$ cat config.mk
export PLATFORM = sky130hd
export DESIGN_NAME = wt_store_wbuf
export DESIGN_NICKNAME = d
export VERILOG_FILES = /design/src/rtl/wt_wbuf_pkg.sv /design/src/rtl/wt_wbuf_entry.sv /design/src/rtl/wt_store_wbuf.sv
export SDC_FILE = /design/constraint.sdc
export NUM_CORES = 1
export LEC_CHECK = 0
export CAP_MARGIN = 20
export CORE_ASPECT_RATIO = 0.5
export CORE_UTILIZATION = 50
export CTS_CLUSTER_SIZE = 10
export DETAILED_ROUTE_END_ITERATION = 12
export PLACE_DENSITY = 0.82
export SKIP_LAST_GASP = 1
export SLEW_MARGIN = 0
export SYNTH_ARGS = -nofsm -noshare
export SYNTH_HDL_FRONTEND = slang
export SYNTH_SLANG_ARGS = --single-unit
$ cat constraint.sdc
create_clock -name clk_i -period 1.8 [get_ports clk_i]
set_input_delay 0.27 -clock clk_i [delete_from_list [all_inputs] [get_ports clk_i]]
set_output_delay 0.27 -clock clk_i [all_outputs]
set_load 0.005 [all_outputs]
$ cat src/rtl/wt_wbuf_pkg.sv
// Shared types for the write-through store buffer: entry state, entry record and word-address helper.
// Entry field widths follow WB_ADDR_W / WB_DATA_W; the top-level width parameters must match them.
package wt_wbuf_pkg;

    localparam int WB_ADDR_W  = 34;
    localparam int WB_DATA_W  = 64;
    localparam int WB_BE_W    = WB_DATA_W / 8;
    localparam int WB_WADDR_W = WB_ADDR_W - 3;

    typedef enum logic [1:0] {
        WB_FREE,
        WB_VALID,
        WB_SENT
    } wbuf_state_e;

    typedef struct packed {
        wbuf_state_e             state;
        logic [WB_WADDR_W-1:0]   waddr;
        logic [WB_DATA_W-1:0]    data;
        logic [WB_BE_W-1:0]      be;
        logic                    nc;
    } wbuf_entry_t;

    function automatic logic [WB_WADDR_W-1:0] word_addr(input logic [WB_ADDR_W-1:0] paddr);
        return paddr[WB_ADDR_W-1:3];
    endfunction

endpackage

$ cat src/rtl/wt_wbuf_entry.sv
// One store-buffer slot: state register, byte-merge datapath and the two word-address comparators.
module wt_wbuf_entry
    import wt_wbuf_pkg::*;
(
    input  logic                  clk,
    input  logic                  rst_n,
    input  logic                  alloc,
    input  logic                  merge,
    input  logic                  issue,
    input  logic                  ack,
    input  logic [WB_WADDR_W-1:0] wr_waddr,
    input  logic [WB_DATA_W-1:0]  wr_data,
    input  logic [WB_BE_W-1:0]    wr_be,
    input  logic                  wr_nc,
    input  logic [WB_WADDR_W-1:0] chk_waddr,
    output wbuf_entry_t           entry,
    output logic                  merge_match,
    output logic                  chk_match
);

    wbuf_entry_t q;

    // alloc/merge/issue/ack are mutually exclusive per slot because each needs a different current state
    always_ff @(posedge clk or negedge rst_n) begin
        if (!rst_n) begin
            q <= '0;
        end else begin
            if (alloc) begin
                q.state <= WB_VALID;
                q.waddr <= wr_waddr;
                q.data  <= wr_data;
                q.be    <= wr_be;
                q.nc    <= wr_nc;
            end else if (merge) begin
                for (int b = 0; b < WB_BE_W; b++) begin
                    if (wr_be[b]) q.data[8*b +: 8] <= wr_data[8*b +: 8];
                end
                q.be <= q.be | wr_be;
            end
            if (issue) q.state <= WB_SENT;
            if (ack)   q.state <= WB_FREE;
        end
    end

    assign entry       = q;
    assign merge_match = (q.state == WB_VALID) && !q.nc && (q.waddr == wr_waddr);
    assign chk_match   = (q.state != WB_FREE) && (q.waddr == chk_waddr);

endmodule

$ cat src/rtl/wt_store_wbuf.sv
// Write-through store buffer: in-order issue, out-of-order ack retire, load hazard check.
// Optional macro WT_WBUF_MERGE_EN enables merging cacheable stores into a pending entry of the same word.
module wt_store_wbuf
    import wt_wbuf_pkg::*;
#(
    parameter int DEPTH  = 2,
    parameter int ADDR_W = WB_ADDR_W,
    parameter int DATA_W = WB_DATA_W,
    parameter int TID_W  = 2
) (
    input  logic                clk_i,
    input  logic                rst_ni,
    input  logic                req_valid_i,
    output logic                req_ready_o,
    input  logic [ADDR_W-1:0]   req_paddr_i,
    input  logic [DATA_W-1:0]   req_data_i,
    input  logic [DATA_W/8-1:0] req_be_i,
    input  logic                req_nc_i,
    output logic                mem_valid_o,
    input  logic                mem_ready_i,
    output logic [ADDR_W-1:0]   mem_paddr_o,
    output logic [DATA_W-1:0]   mem_data_o,
    output logic [DATA_W/8-1:0] mem_be_o,
    output logic                mem_nc_o,
    output logic [TID_W-1:0]    mem_tid_o,
    input  logic                ack_valid_i,
    input  logic [TID_W-1:0]    ack_tid_i,
    input  logic [ADDR_W-1:0]   chk_paddr_i,
    output logic                chk_hit_o,
    output logic                empty_o
);

    localparam int PTR_W = (DEPTH > 1) ? $clog2(DEPTH) : 1;

    wbuf_entry_t            ent [DEPTH];
    wbuf_entry_t            head;
    logic [DEPTH-1:0]       merge_match, merge_cand, chk_match;
    logic [DEPTH-1:0]       alloc_sel, merge_sel, issue_sel, ack_sel, is_free;
    logic [PTR_W-1:0]       tail_q, send_q;
    logic [WB_WADDR_W-1:0]  req_waddr, chk_waddr;
    logic                   merge_hit, accept, do_alloc, mem_fire;

    assign req_waddr = word_addr(req_paddr_i);
    assign chk_waddr = word_addr(chk_paddr_i);
    assign head      = ent[send_q];

`ifdef WT_WBUF_MERGE_EN
    assign merge_hit = req_valid_i && !req_nc_i && (|merge_cand);
`else
    assign merge_hit = 1'b0;
`endif

    // tail must be FREE to allocate, which keeps issue order equal to allocation order
    assign req_ready_o = merge_hit || (ent[tail_q].state == WB_FREE);
    assign accept      = req_valid_i && req_ready_o;
    assign do_alloc    = accept && !merge_hit && (|req_be_i);
    assign mem_valid_o = (head.state == WB_VALID);
    assign mem_fire    = mem_valid_o && mem_ready_i;

    for (genvar i = 0; i < DEPTH; i++) begin : g_ent
        // the entry on offer is frozen so mem_* stay stable until the handshake
        assign merge_cand[i] = merge_match[i] && !(mem_valid_o && send_q == PTR_W'(i));
        assign alloc_sel[i]  = do_alloc && (tail_q == PTR_W'(i));
        assign merge_sel[i]  = accept && merge_hit && merge_cand[i];
        assign issue_sel[i]  = mem_fire && (send_q == PTR_W'(i));
        assign ack_sel[i]    = ack_valid_i && (ack_tid_i == TID_W'(i)) && (ent[i].state == WB_SENT);
        assign is_free[i]    = (ent[i].state == WB_FREE);

        wt_wbuf_entry u_ent (
            .clk         (clk_i),
            .rst_n       (rst_ni),
            .alloc       (alloc_sel[i]),
            .merge       (merge_sel[i]),
            .issue       (issue_sel[i]),
            .ack         (ack_sel[i]),
            .wr_waddr    (req_waddr),
            .wr_data     (req_data_i),
            .wr_be       (req_be_i),
            .wr_nc       (req_nc_i),
            .chk_waddr   (chk_waddr),
            .entry       (ent[i]),
            .merge_match (merge_match[i]),
            .chk_match   (chk_match[i])
        );
    end

    always_ff @(posedge clk_i or negedge rst_ni) begin
        if (!rst_ni) begin
            tail_q <= '0;
            send_q <= '0;
        end else begin
            if (do_alloc) tail_q <= (tail_q == PTR_W'(DEPTH-1)) ? '0 : tail_q + 1'b1;
            if (mem_fire) send_q <= (send_q == PTR_W'(DEPTH-1)) ? '0 : send_q + 1'b1;
        end
    end

    assign mem_paddr_o = {head.waddr, 3'b000};
    assign mem_data_o  = head.data;
    assign mem_be_o    = head.be;
    assign mem_nc_o    = head.nc;
    assign mem_tid_o   = TID_W'(send_q);
    assign chk_hit_o   = |chk_match;
    assign empty_o     = &is_free;

    // stray acks (e.g. left over from before a reset) are dropped by the ack_sel gating
    always @(posedge clk_i) begin
        if (rst_ni && ack_valid_i)
            assert (|ack_sel) else $warning("wt_store_wbuf: ack tid %0d not in flight, ignored", ack_tid_i);
    end

endmodule

==> results of run 1 <==
## logic make-up (layout without fill, tap and decap cells)
kind of cell           Yosys count  after routing  synth area share, %
other                            1              5               0.0354
multiplexers                   313            313                 37.2
AO/OA/AOI/OAI                   11             11                0.662
buffers and inverters           41            429                 4.02
XOR/XNOR                        63             63                 5.21
AND/OR/NAND/NOR                 38             38                 2.33
flip-flops                     214            214                 50.6
## power by group through the flow
stage	Clock, W	Sequential (W)	Combinational (W)
after floorplan	0	0.00846	0.00773
after global placement	0	0.00862	0.0140
after detailed placement	0	0.00881	0.0143
after CTS	0.00437	0.00875	0.0153
after global routing	0.00458	0.00912	0.0170
final	0.00430	0.00882	0.0162
## cell type report
cell class                 instances  area [µm²]  share of cell area [%]
multi-input combinational        429        5000                    32.5
timing repair buffer             400        4020                    26.2
sequential                       214        5360                    34.9
clock buffer                      26         629                    4.10
tap                              273         342                    2.22
antenna                            1        2.50                  0.0163
inverter                           2        7.51                  0.0489
clock inverter                     1        8.76                  0.0570
## through the flow
stage	hold slack (ps)	util [%]
final	240	74.4
after global routing	269	74.4
after CTS	248	72.9
after detailed placement	238	67.9
after global placement	231	67.9
after floorplan	-25.6	-
## layout by cell type, fill, tap and decap left out, drive strengths merged, types with 5 or more instances in the layout
master           n
clkbuf          41
nor4            19
mux2           313
a21oi            6
xor2            62
clkdlybuf4s50  140
nor2             5
dfrtp          214
buf            244
## worst paths after layout
check	startpoint	to
max in group asynchronous	rst_ni	g_ent[1].u_ent.entry[46]
setup / recovery	send_q	mem_paddr_o[17]
setup reg to reg	send_q	send_q
hold / removal	rst_ni	g_ent[1].u_ent.entry[83]
min in group clk_i	req_data_i[44]	g_ent[1].u_ent.entry[53]
hold reg to reg	g_ent[0].u_ent.entry[46]	g_ent[0].u_ent.entry[46]
## state kept, by name, indices dropped and copies added (netlist names)
signal,cells
tail_q,1
g_ent.u_ent.entry,212
send_q,1
## per-layer routing
layer,part of all wire (%),global-route usage (%)
met1,42,32.5
met5,0,0
met2,51,44.8
met4,2.4,6.14
met3,4.7,4.93
## what timing repair did
action,4_1_cts,5_1_grt
hold buffers,1,0
cloned,7,3
setup endpoints to repair,110,127
setup buffers,27,16
gates resized for setup,501,57
hold endpoints to repair,36,0
pin swaps,11,7
==> out/summary.md, run 1 <==
The flow ran to the end, but the final reports show violations. The final reports fail on setup timing. In this run the cell area measured after placement is 0.0140 mm². After synthesis, the largest area contributor takes up 50.6% of total cell area. The fill cell total of the finished layout was 1304; the number of synthesized flops with an enable pin was 0. In the post-synthesis netlist, the biggest area contributors are sky130_fd_sc_hd__dfrtp_1 (51%), sky130_fd_sc_hd__mux2_2 (22%), sky130_fd_sc_hd__mux2_4 (15%). The die outline area is 0.0218 mm², and the count of nets after finishing is 1220.

Summed over all layers, the global routing overflow is 0. The final max-slew violation count came out at 0. The global-route wire length before repair came out at 43300 µm. The count of cell types in the netlist is 26.

The overall power was 0.0293 W; the depth of the most critical reg-to-reg path was 7. The power density relative to cell area is 1910 mW/mm², and the count of endpoints failing hold in the final timing report is 0. Setup repair after global routing could not meet its margin everywhere. The cell taking the most area after synthesis is sky130_fd_sc_hd__dfrtp_1. Length of the first detailed-routing pass in iterations: 4. The critical path goes through clkbuf_16 > buf_12 > buf_8 > mux2_4 > buf_6. The reg2reg setup slack is 40 ps, and the number of sinks on the clock net is 214. The critical path startpoint category is a register.

The worst hold path belongs to the class in -> async. The fraction of registers with async set or reset after synthesis is 100%, and the maximum level of the CTS H-tree is 1. Between clock sinks in the finished design, the worst skew comes to 15.9 ps. The logs give 0.0106 mm² for the summed instance area of the synthesized netlist and 1346 for the non-filler instance count after layout. Counting the buffers created by CTS gives 25. The maximum clock frequency is 449 MHz, and the portion of total power attributed to the clock network is 14.7%.

Global routing used 25.5% of the available tracks across all layers. The cell family contributing the most delay on the critical path is buffers and inverters. Summing all non-filler instances in the final layout gives an area of 0.0154 mm².

Cell internal power was estimated by the tool at 0.0202 W. The worst-case setup margin in the final layout came out at -426 ps. Via count of the first global-routing pass: 7799.

The cell count after synthesis is 681. After detailed routing, the number of vias per cell comes to 5.28. The number of buffer and inverter stages on the critical path was 4. For this design the static power due to leakage is 7.27 nW. Routability-driven placement finished with a final weighted congestion of 0.837. TritonCTS built the clock tree.

In this run the remaining antenna-violating nets after routing total 0. The total net switching power was 0.00903 W. The signal arrival time at the worst endpoint was 1960 ps. The largest individual stage delay along the critical path comes from the cell sky130_fd_sc_hd__dfrtp_4. The clock period minus final worst setup slack was 2230 ps. Dividing the detail-routed wire length by the instance count gives 21.2 µm.

The initial antenna violation count was 1; the number of gates on the worst path with buffers counted was 5. Max-cap violations in this run came to 0. The relative contribution of sequential cells to total power is 30.1%.

Ratio of cells with drive above 1 in the final layout: 57.7%. Share of power burned in combinational logic: 55.2%. The DRC violation count after routing is 0, and the wire length reported by the detailed router is 28500 µm.

The floorplan core area is 0.0206 mm², and the maximum fanout count along the critical path is 5. After synthesis, flip-flops and latches occupy 50.6% of the total area. The later pin in the worst-skew pair is clocked with a latency of 520 ps. For the half-perimeter wire length after placement, the log shows 18200 µm. The Yosys step of the flow raised 0 warnings. Each instance of the synthesized netlist takes up on average 15.5 µm². After synthesis the netlist holds a flip-flop and latch count of 214. After the first detailed-routing iteration, the DRC count stood at 304.

Detailed routing inserted a total of 7103 vias. Required time of the critical path: 1530 ps. Sort of element at the end of the critical path: an output port. Die width: 208 µm. Among all flip-flop cells after synthesis, the most frequent one is sky130_fd_sc_hd__dfrtp_1.

The tools report the total placed cells including tap cells as 1272. The floorplan has 37 rows. For this design the top-level I/O count stands at 261. After clock tree synthesis, the clock-pin slew on the worst setup and hold paths is 60 ps. In the final timing run, aggregate negative setup slack is -36570 ps. The die is 105 µm tall.

The fraction of the cycle the final worst path needs was 124%. Compared with the post-synthesis result, the final layout area differs by 45.1%. IR analysis of the VDD net gives a maximum drop of 881 µV. The tools report the effective utilization at floorplan as 51.3%. The category of the critical setup timing path is reg -> out. On the worst path, the slowest cell contributes a delay of 550 ps. The largest net degree at the start of global routing was 44. Setup violations remaining at the end of the flow were counted as 107. The clock passes through at most 3 buffers. Leading cell type by number of instances after synthesis: sky130_fd_sc_hd__dfrtp_1. Setup slack at placement: -662 ps. Sorting the synthesized cells by how often they occur yields sky130_fd_sc_hd__dfrtp_1 (214), sky130_fd_sc_hd__mux2_2 (204), sky130_fd_sc_hd__mux2_4 (109). The count of buffers from port buffering works out to 250.

Switching share of power: 30.8%. In this run the clock root is driven by a sky130_fd_sc_hd__clkbuf_16.
No activity file was read; power rests on OpenSTA's default activity.
==> run 2, diff against run 1 <==
--- a/config.mk
+++ b/config.mk
@@ -7,10 +7,10 @@
 export LEC_CHECK = 0
 export CAP_MARGIN = 20
 export CORE_ASPECT_RATIO = 0.5
-export CORE_UTILIZATION = 50
+export CORE_UTILIZATION = 54
 export CTS_CLUSTER_SIZE = 10
 export DETAILED_ROUTE_END_ITERATION = 12
-export PLACE_DENSITY = 0.82
+export PLACE_DENSITY = 0.87
 export SKIP_LAST_GASP = 1
 export SLEW_MARGIN = 0
 export SYNTH_ARGS = -nofsm -noshare
==> constraint.sdc (replaced) <==
create_clock -name clk_i -period 2.7 [get_ports clk_i]
set_input_delay 0.405 -clock clk_i [delete_from_list [all_inputs] [get_ports clk_i]]
set_output_delay 0.405 -clock clk_i [all_outputs]
set_load 0.005 [all_outputs]
==> out/summary.md, run 2 (synthesis gave the netlist of run 1 again) <==
Category of the critical setup timing path: reg -> out. TritonCTS built the clock tree. Power density relative to cell area: 1250 mW/mm² (-34%). Slew of the pin with the lowest slew margin: 540 ps. CTS placed an instance of sky130_fd_sc_hd__clkbuf_16 at the clock tree root. The non-filler instance count after layout was 1216 (-9.7%); the per-cell via count in the routed design was 5.34 (+1.3%). The leading cell type in the layout, fill and taps excluded was sky130_fd_sc_hd__clkdlybuf4s50_1. The worst hold slack is 444 ps (+204 ps).

The die boundary height was 101 µm (-3.7%); the largest incremental delay on the critical path was 420 ps (-130 ps). The number of buffers between clock root and the deepest sink was 3 (unchanged); the wire length reported by the detailed router was 25600 µm (-10%). Effective utilization at floorplan: 56.4% (+5.1 points). The tools report the maximum level of the CTS H-tree as 1 (unchanged).

The total global routing track utilization is 25.8% (+0.35 points), and the largest net degree at the start of global routing is 65 (+48%). The CTS buffer count is 25 (unchanged). The detailed-route wire length per cell works out to 21.0 µm (-0.64%). For the finished layout, the period the worst path requires is 2590 ps. The run finished with clean final reports. The signal on the critical path passes through xor2_1 > nor4_2 > buf_4 > nand4_1 > o22ai_1 > dlygate4sd2_1.

Setup repair after global routing left no endpoint under its margin. The area growth from synthesis to layout is 32.9%. The setup-violating endpoint count in the final report was 0 (-100%); the clock transition at the registers of the reported paths was 50 ps (about the same). The global route total overflow was 0 (unchanged).

The length of the first detailed-routing pass in iterations was 4 (unchanged). The logs give 0 (unchanged) for the count of endpoints failing hold in the final timing report and 2190 ps (+230 ps) for the signal arrival time at the worst endpoint. The final max-slew violation count was 0 (unchanged); the number of sinks on the clock net was 214 (unchanged). Count of buffers from port buffering: 250 (unchanged). The library cells used most frequently in the layout, excluding fill and tap cells, are sky130_fd_sc_hd__clkdlybuf4s50_1 (248), sky130_fd_sc_hd__dfrtp_1 (213), sky130_fd_sc_hd__mux2_2 (204).

The logs give 1181 (-7.2%) for the total placed cells including tap cells and 1185 (-9.1%) for the fill cell total of the finished layout. The flip-flop count of the largest register, all copies and words added works out to 212 (unchanged). The critical path startpoint category is a register.

DRC violation count after routing: 0 (unchanged). The leakage power came out at 6.32 nW (-13%). The run gives 386 MHz as the maximum clock frequency.

The count of nets after finishing was 1101 (-9.8%); the max-cap violation count was 0 (unchanged). The tools report the headroom to the max-slew limit as 64.0%. Die outline area: 0.0202 mm² (-7.3%). The global-route wire length before repair was 39900 µm (-7.8%); the area of placed instances was 0.0134 mm² (-4.6%). The half-perimeter wire length after placement is 17800 µm (-2.5%), and the sequential cell area is 0.00536 mm² (unchanged). The worst setup path is captured at an output port. The run gives 520 ps (about the same) as the clock network latency to the later pin of the worst-skew pair. The ratio of cells with drive above 1 in the final layout was 39.6% (-18 points); the footprint of the multi-input gates was 0.00483 mm² (-3.4%). The largest clock skew in the final design came out at 11.1 ps (-4.82 ps).

The via count of the first global-routing pass is 7213 (-7.5%), and the count of boundary I/O pins is 261 (unchanged). The required time of the critical path was 2300 ps (+770 ps). The initial antenna violation count was 2 (+1); the floorplan core area was 0.0188 mm² (-9.0%). The total number of vias is 6499 (-8.5%). The maximum fanout count along the critical path is 3 (-2). The post-route antenna net violation count was 0 (unchanged); the global placement routability congestion was 0.772 (-7.8%).

The slowest library cell on the worst path was sky130_fd_sc_hd__dfrtp_1. The floorplan row count is 35 (-5.4%), and the final cell area excluding filler cells is 0.0141 mm² (-8.5%). The path class of the tightest hold or removal check is in -> async. The final critical path takes up 95.9% of the cycle. The die width works out to 200 µm (-3.7%).

The worst-case vdd ir drop is 756 µV (-14%), and the starting DRC count in detailed routing is 178 (-41%).
[run 2: cell count changes in the layout (fill, tap and decap cells not counted), moves of 7 or more]
cell and delta:
sky130_fd_sc_hd__clkdlybuf4s50_1 +108, sky130_fd_sc_hd__buf_4 -75, sky130_fd_sc_hd__buf_6 -62, sky130_fd_sc_hd__buf_2 -49, sky130_fd_sc_hd__mux2_2 +18, sky130_fd_sc_hd__mux2_4 -18
sky130_fd_sc_hd__buf_12 -15, sky130_fd_sc_hd__clkbuf_2 -11, sky130_fd_sc_hd__nor4_1 +9, sky130_fd_sc_hd__nor4_2 -8, sky130_fd_sc_hd__buf_16 -7
[run 2: power breakdown]
part | leakage, nW | total [W] | internal, W | switching (W)
sequential | 2.55 | 0.00602 | 0.00487 | 0.00115
combinational | 3.45 | 0.00870 | 0.00581 | 0.00289
clock | 0.318 | 0.00286 | 0.00163 | 0.00123
[run 2: worst max-delay path: cells and delay by family, from the launching register on]
kind / cells / cell delay (ps)
xor+xnor: 1 / 190
flops: 1 / 420
compound gates: 1 / 190
simple gates: 2 / 420
buf+inv: 2 / 450
[run 2: area by class of cell]
| class | count | share of cell area, % |
|---|---|---|
| flip-flops and latches | 214 | 38.1 |
| repair buffers | 281 | 20.5 |
| multi-input cells | 429 | 34.3 |
| inverters | 2 | 0.0534 |
| diodes | 3 | 0.0534 |
| clock buffers | 26 | 4.47 |
| clock inverters | 2 | 0.125 |
| well taps | 259 | 2.30 |
[run 2: layer usage]
metal / global-route usage, % / wire (µm) / vias up
met3: 6.29 / 1400 / 37
met4: 7.52 / 628 / 0
met1: 31.4 / 10500 / 3336
li1: - / - / 2974
met5: 0 / 0 / -
met2: 45.8 / 13000 / 152
[run 2: per-stage QoR]
stage          setup TNS (ps)  total power (W)  worst slack, ps  util [%]
5_1_grt                     0           0.0185             31.3      74.9
3_5_place_dp            -85.3           0.0146            -85.3      71.1
2_1_floorplan               0           0.0108              967         -
4_1_cts                     0           0.0177              104      74.8
3_3_place_gp             -134           0.0143             -134      71.1
6_report                    0           0.0176              110      74.9
[run 2: worst paths after layout]
kind	slack (ps)	start	endpoint	depth (start not counted)
setup / recovery	110	g_ent[1].u_ent.entry[92]	chk_hit_o	6
min in group clk_i	500	g_ent[0].u_ent.entry[28]	g_ent[0].u_ent.entry[28]	1
hold reg to reg	500	g_ent[0].u_ent.entry[28]	g_ent[0].u_ent.entry[28]	1
setup reg to reg	770	g_ent[0].u_ent.entry[104]	g_ent[0].u_ent.entry[101]	4
hold / removal	440	rst_ni	g_ent[0].u_ent.entry[39]	2
max in group asynchronous	1440	rst_ni	g_ent[1].u_ent.entry[98]	4
[run 2: what timing repair did]
| item | in CTS | in global routing |
|---|---|---|
| endpoints found under the setup margin | 82 | 0 |
| hold buffers | 1 | 0 |
| setup buffers | 3 | 0 |
| gates resized for setup | 3 | 0 |
| endpoints found under the hold margin | 59 | 0 |
==> run 3, diff against run 2 <==
--- a/config.mk
+++ b/config.mk
@@ -10,6 +10,7 @@
 export CORE_UTILIZATION = 54
 export CTS_CLUSTER_SIZE = 10
 export DETAILED_ROUTE_END_ITERATION = 12
+export MAX_ROUTING_LAYER = met4
 export PLACE_DENSITY = 0.87
 export SKIP_LAST_GASP = 1
 export SLEW_MARGIN = 0
==> out/summary.md, run 3 (synthesis gave the netlist of run 1 again) <==
The starting DRC count in detailed routing is 195 (+9.6%). The power density relative to cell area is 1250 mW/mm² (about the same). The tools report the effective utilization at floorplan as 56.4% (unchanged). The die width works out to 200 µm (unchanged). The run gives 2 (unchanged) as the initial antenna violation count.

The overall power is 0.0176 W (about the same), and the count of buffers from port buffering is 250 (unchanged). The number of buffers between clock root and the deepest sink was 3 (unchanged). Final max-slew violation count: 0 (unchanged). The internal power is 0.0123 W (about the same). The maximum level of the CTS H-tree was 1 (unchanged). The total net switching power came out at 0.00526 W (about the same).

The synthesis-to-finish area growth works out to 32.9% (unchanged). The depth of the most critical reg-to-reg path is 4 (unchanged). The total global routing track utilization is 26.7% (+0.85 points), and the maximum clock frequency is 386 MHz (about the same).

The per-cell via count in the routed design is 5.33 (-0.25%). The run finished with clean final reports. In the layout the commonest cells are sky130_fd_sc_hd__clkdlybuf4s50_1 (248), sky130_fd_sc_hd__dfrtp_1 (213), sky130_fd_sc_hd__mux2_2 (204). The run gives 65 (unchanged) as the largest net degree at the start of global routing. The fraction of the cycle the final worst path needs was 95.9% (about the same). Relative contribution of sequential cells to total power: 34.2% (about the same). The die boundary height was 101 µm (unchanged). The portion of total power attributed to the clock network is 16.3% (about the same), and the signal arrival time at the worst endpoint is 2180 ps (about the same). Detailed-route wire length per cell: 21.1 µm (+0.20%). TritonCTS built the clock tree. Switching share of power: 29.9% (about the same). The root buffer selected by CTS is sky130_fd_sc_hd__clkbuf_16.

Walking the worst path, the cells encountered are xor2_1 > nor4_2 > buf_4 > nand4_1 > o22ai_1 > dlygate4sd2_1. The logs give 25600 µm (+0.20%) for the wire length reported by the detailed router and 11.3 ps (+0.280 ps) for the largest clock skew in the final design. The tools report the endpoint of the most critical register-to-register path as g_ent[0].u_ent.entry[83].

The clock transition at the registers of the reported paths came out at 50 ps (about the same). The number of sinks on the clock net was 214 (unchanged). The share of power burned in combinational logic is 49.5% (about the same), and the max-cap violation count is 0 (unchanged). The post-route antenna net violation count is 0 (unchanged), and the leakage power is 6.32 nW (unchanged). The global placement routability congestion is 0.782 (+1.3%), and the setup-violating endpoint count in the final report is 0 (unchanged). Total number of vias: 6483 (-0.25%). The via count of the first global-routing pass was 7209 (-0.055%). The flip-flop count of the largest register, all copies and words added works out to 212 (unchanged). For the length of the first detailed-routing pass in iterations, the log shows 4 (unchanged). The largest incremental delay on the critical path was 420 ps (about the same). The headroom to the max-slew limit is 63.9% (-0.12 points), and the ratio of cells with drive above 1 in the final layout is 39.6% (unchanged). The logs give 1101 (unchanged) for the count of nets after finishing and 0 (unchanged) for the count of endpoints failing hold in the final timing report.

The half-perimeter wire length after placement is 17800 µm (unchanged), and the number of buffer and inverter stages on the critical path is 2 (unchanged). The maximum fanout count along the critical path was 3 (unchanged). Reg2reg setup slack: 760 ps (about the same). The startpoint identified for the worst register-to-register timing path is g_ent[0].u_ent.entry[104]. The slowest stage of the critical path belongs to the cell sky130_fd_sc_hd__dfrtp_1. Leaving out fill and tap cells, the most frequent cell in the layout is sky130_fd_sc_hd__clkdlybuf4s50_1.

For the floorplan core area, the log shows 0.0188 mm² (unchanged). The floorplan row count was 35 (unchanged); the clock period minus final worst setup slack was 2590 ps (-1.07 ps). For the setup total negative slack, the log shows 0 ps (unchanged). Setup repair after global routing left no endpoint under its margin. The die outline area came out at 0.0202 mm² (unchanged). The logs give 0 (unchanged) for the DRC violation count after routing and 25 (unchanged) for the CTS buffer count. The slew of the pin with the lowest slew margin works out to 542 ps (+1.81 ps). The worst setup path is launched from a register.

The run gives 39800 µm (-0.17%) as the global-route wire length before repair. STA classifies the critical path endpoint as an output port. The category of the critical setup timing path was reg -> out.

For the count of boundary I/O pins, the log shows 261 (unchanged). The worst-case vdd ir drop was 756 µV (about the same). The min-delay analysis places its worst path in the category in -> async.

The kind of cell with the highest combined delay along the critical path is buffers and inverters. The global route total overflow is 0 (unchanged). The clock network latency to the later pin of the worst-skew pair is 520 ps (about the same). The run gives 2300 ps (about the same) as the required time of the critical path.
run 3: through the flow:
step	area, µm²	setup slack (ps)	utilization, %	cells	hold slack [ps]
after floorplan	10600	967	-	684	109
after global routing	14100	31.3	74.9	1215	507
final	14100	111	74.9	1216	448
after CTS	14100	104	74.8	1213	447
after detailed placement	13400	-85.3	71.1	1181	427
after global placement	13400	-134	71.1	1181	422
run 3: worst register-to-register path: cells and delay by family (launching register included):
kind	cells	cell delay, ps
and+or+nand+nor	2	720
buffers and inverters	1	310
DFF	1	440
muxes	1	330
run 3: power by group through the flow:
| stage | sequential (W) | combinational, W | clock [W] |
|---|---|---|---|
| 6_report | 0.00602 | 0.00870 | 0.00286 |
| 5_1_grt | 0.00623 | 0.00921 | 0.00306 |
| 4_1_cts | 0.00601 | 0.00878 | 0.00293 |
| 3_5_place_dp | 0.00607 | 0.00855 | 0 |
| 3_3_place_gp | 0.00591 | 0.00836 | 0 |
| 2_1_floorplan | 0.00564 | 0.00515 | 0 |
run 3: final cells by class:
type / count / area [µm²]
Timing Repair Buffer: 281 / 2890
Sequential cell: 214 / 5360
Multi-Input combinational cell: 429 / 4830
Antenna cell: 3 / 7.51
Clock inverter: 2 / 17.5
Inverter: 2 / 7.51
Fill cell: 1185 / 4720
Clock buffer: 26 / 629
Tap cell: 259 / 324
run 3: worst max-delay path by stage:
stage / startpoint / end / cells after the start
3_3_place_gp: chk_paddr_i[10] / chk_hit_o / 7
6_report: g_ent[1].u_ent.entry[92] / chk_hit_o / 6
2_1_floorplan: send_q / mem_data_o[41] / 3
3_5_place_dp: chk_paddr_i[19] / chk_hit_o / 7
5_1_grt: send_q / mem_valid_o / 3
4_1_cts: send_q / mem_valid_o / 3
run 3: repair_timing:
| item | 4_1_cts | 5_1_grt |
|---|---|---|
| endpoints found under the hold margin | 59 | 0 |
| hold buffers | 1 | 0 |
| gates resized for setup | 3 | 0 |
| endpoints found under the setup margin | 82 | 0 |
| buffers inserted | 3 | 0 |
run 3: routing by layer:
metal / vias to the layer above / global-route usage [%] / share of wire (%)
li1: 2968 / - / -
met1: 3327 / 31.7 / 41
met2: 147 / 45.8 / 51
met3: 41 / 6.09 / 5.1
met4: 0 / 7.52 / 2.5
met5: - / - / 0
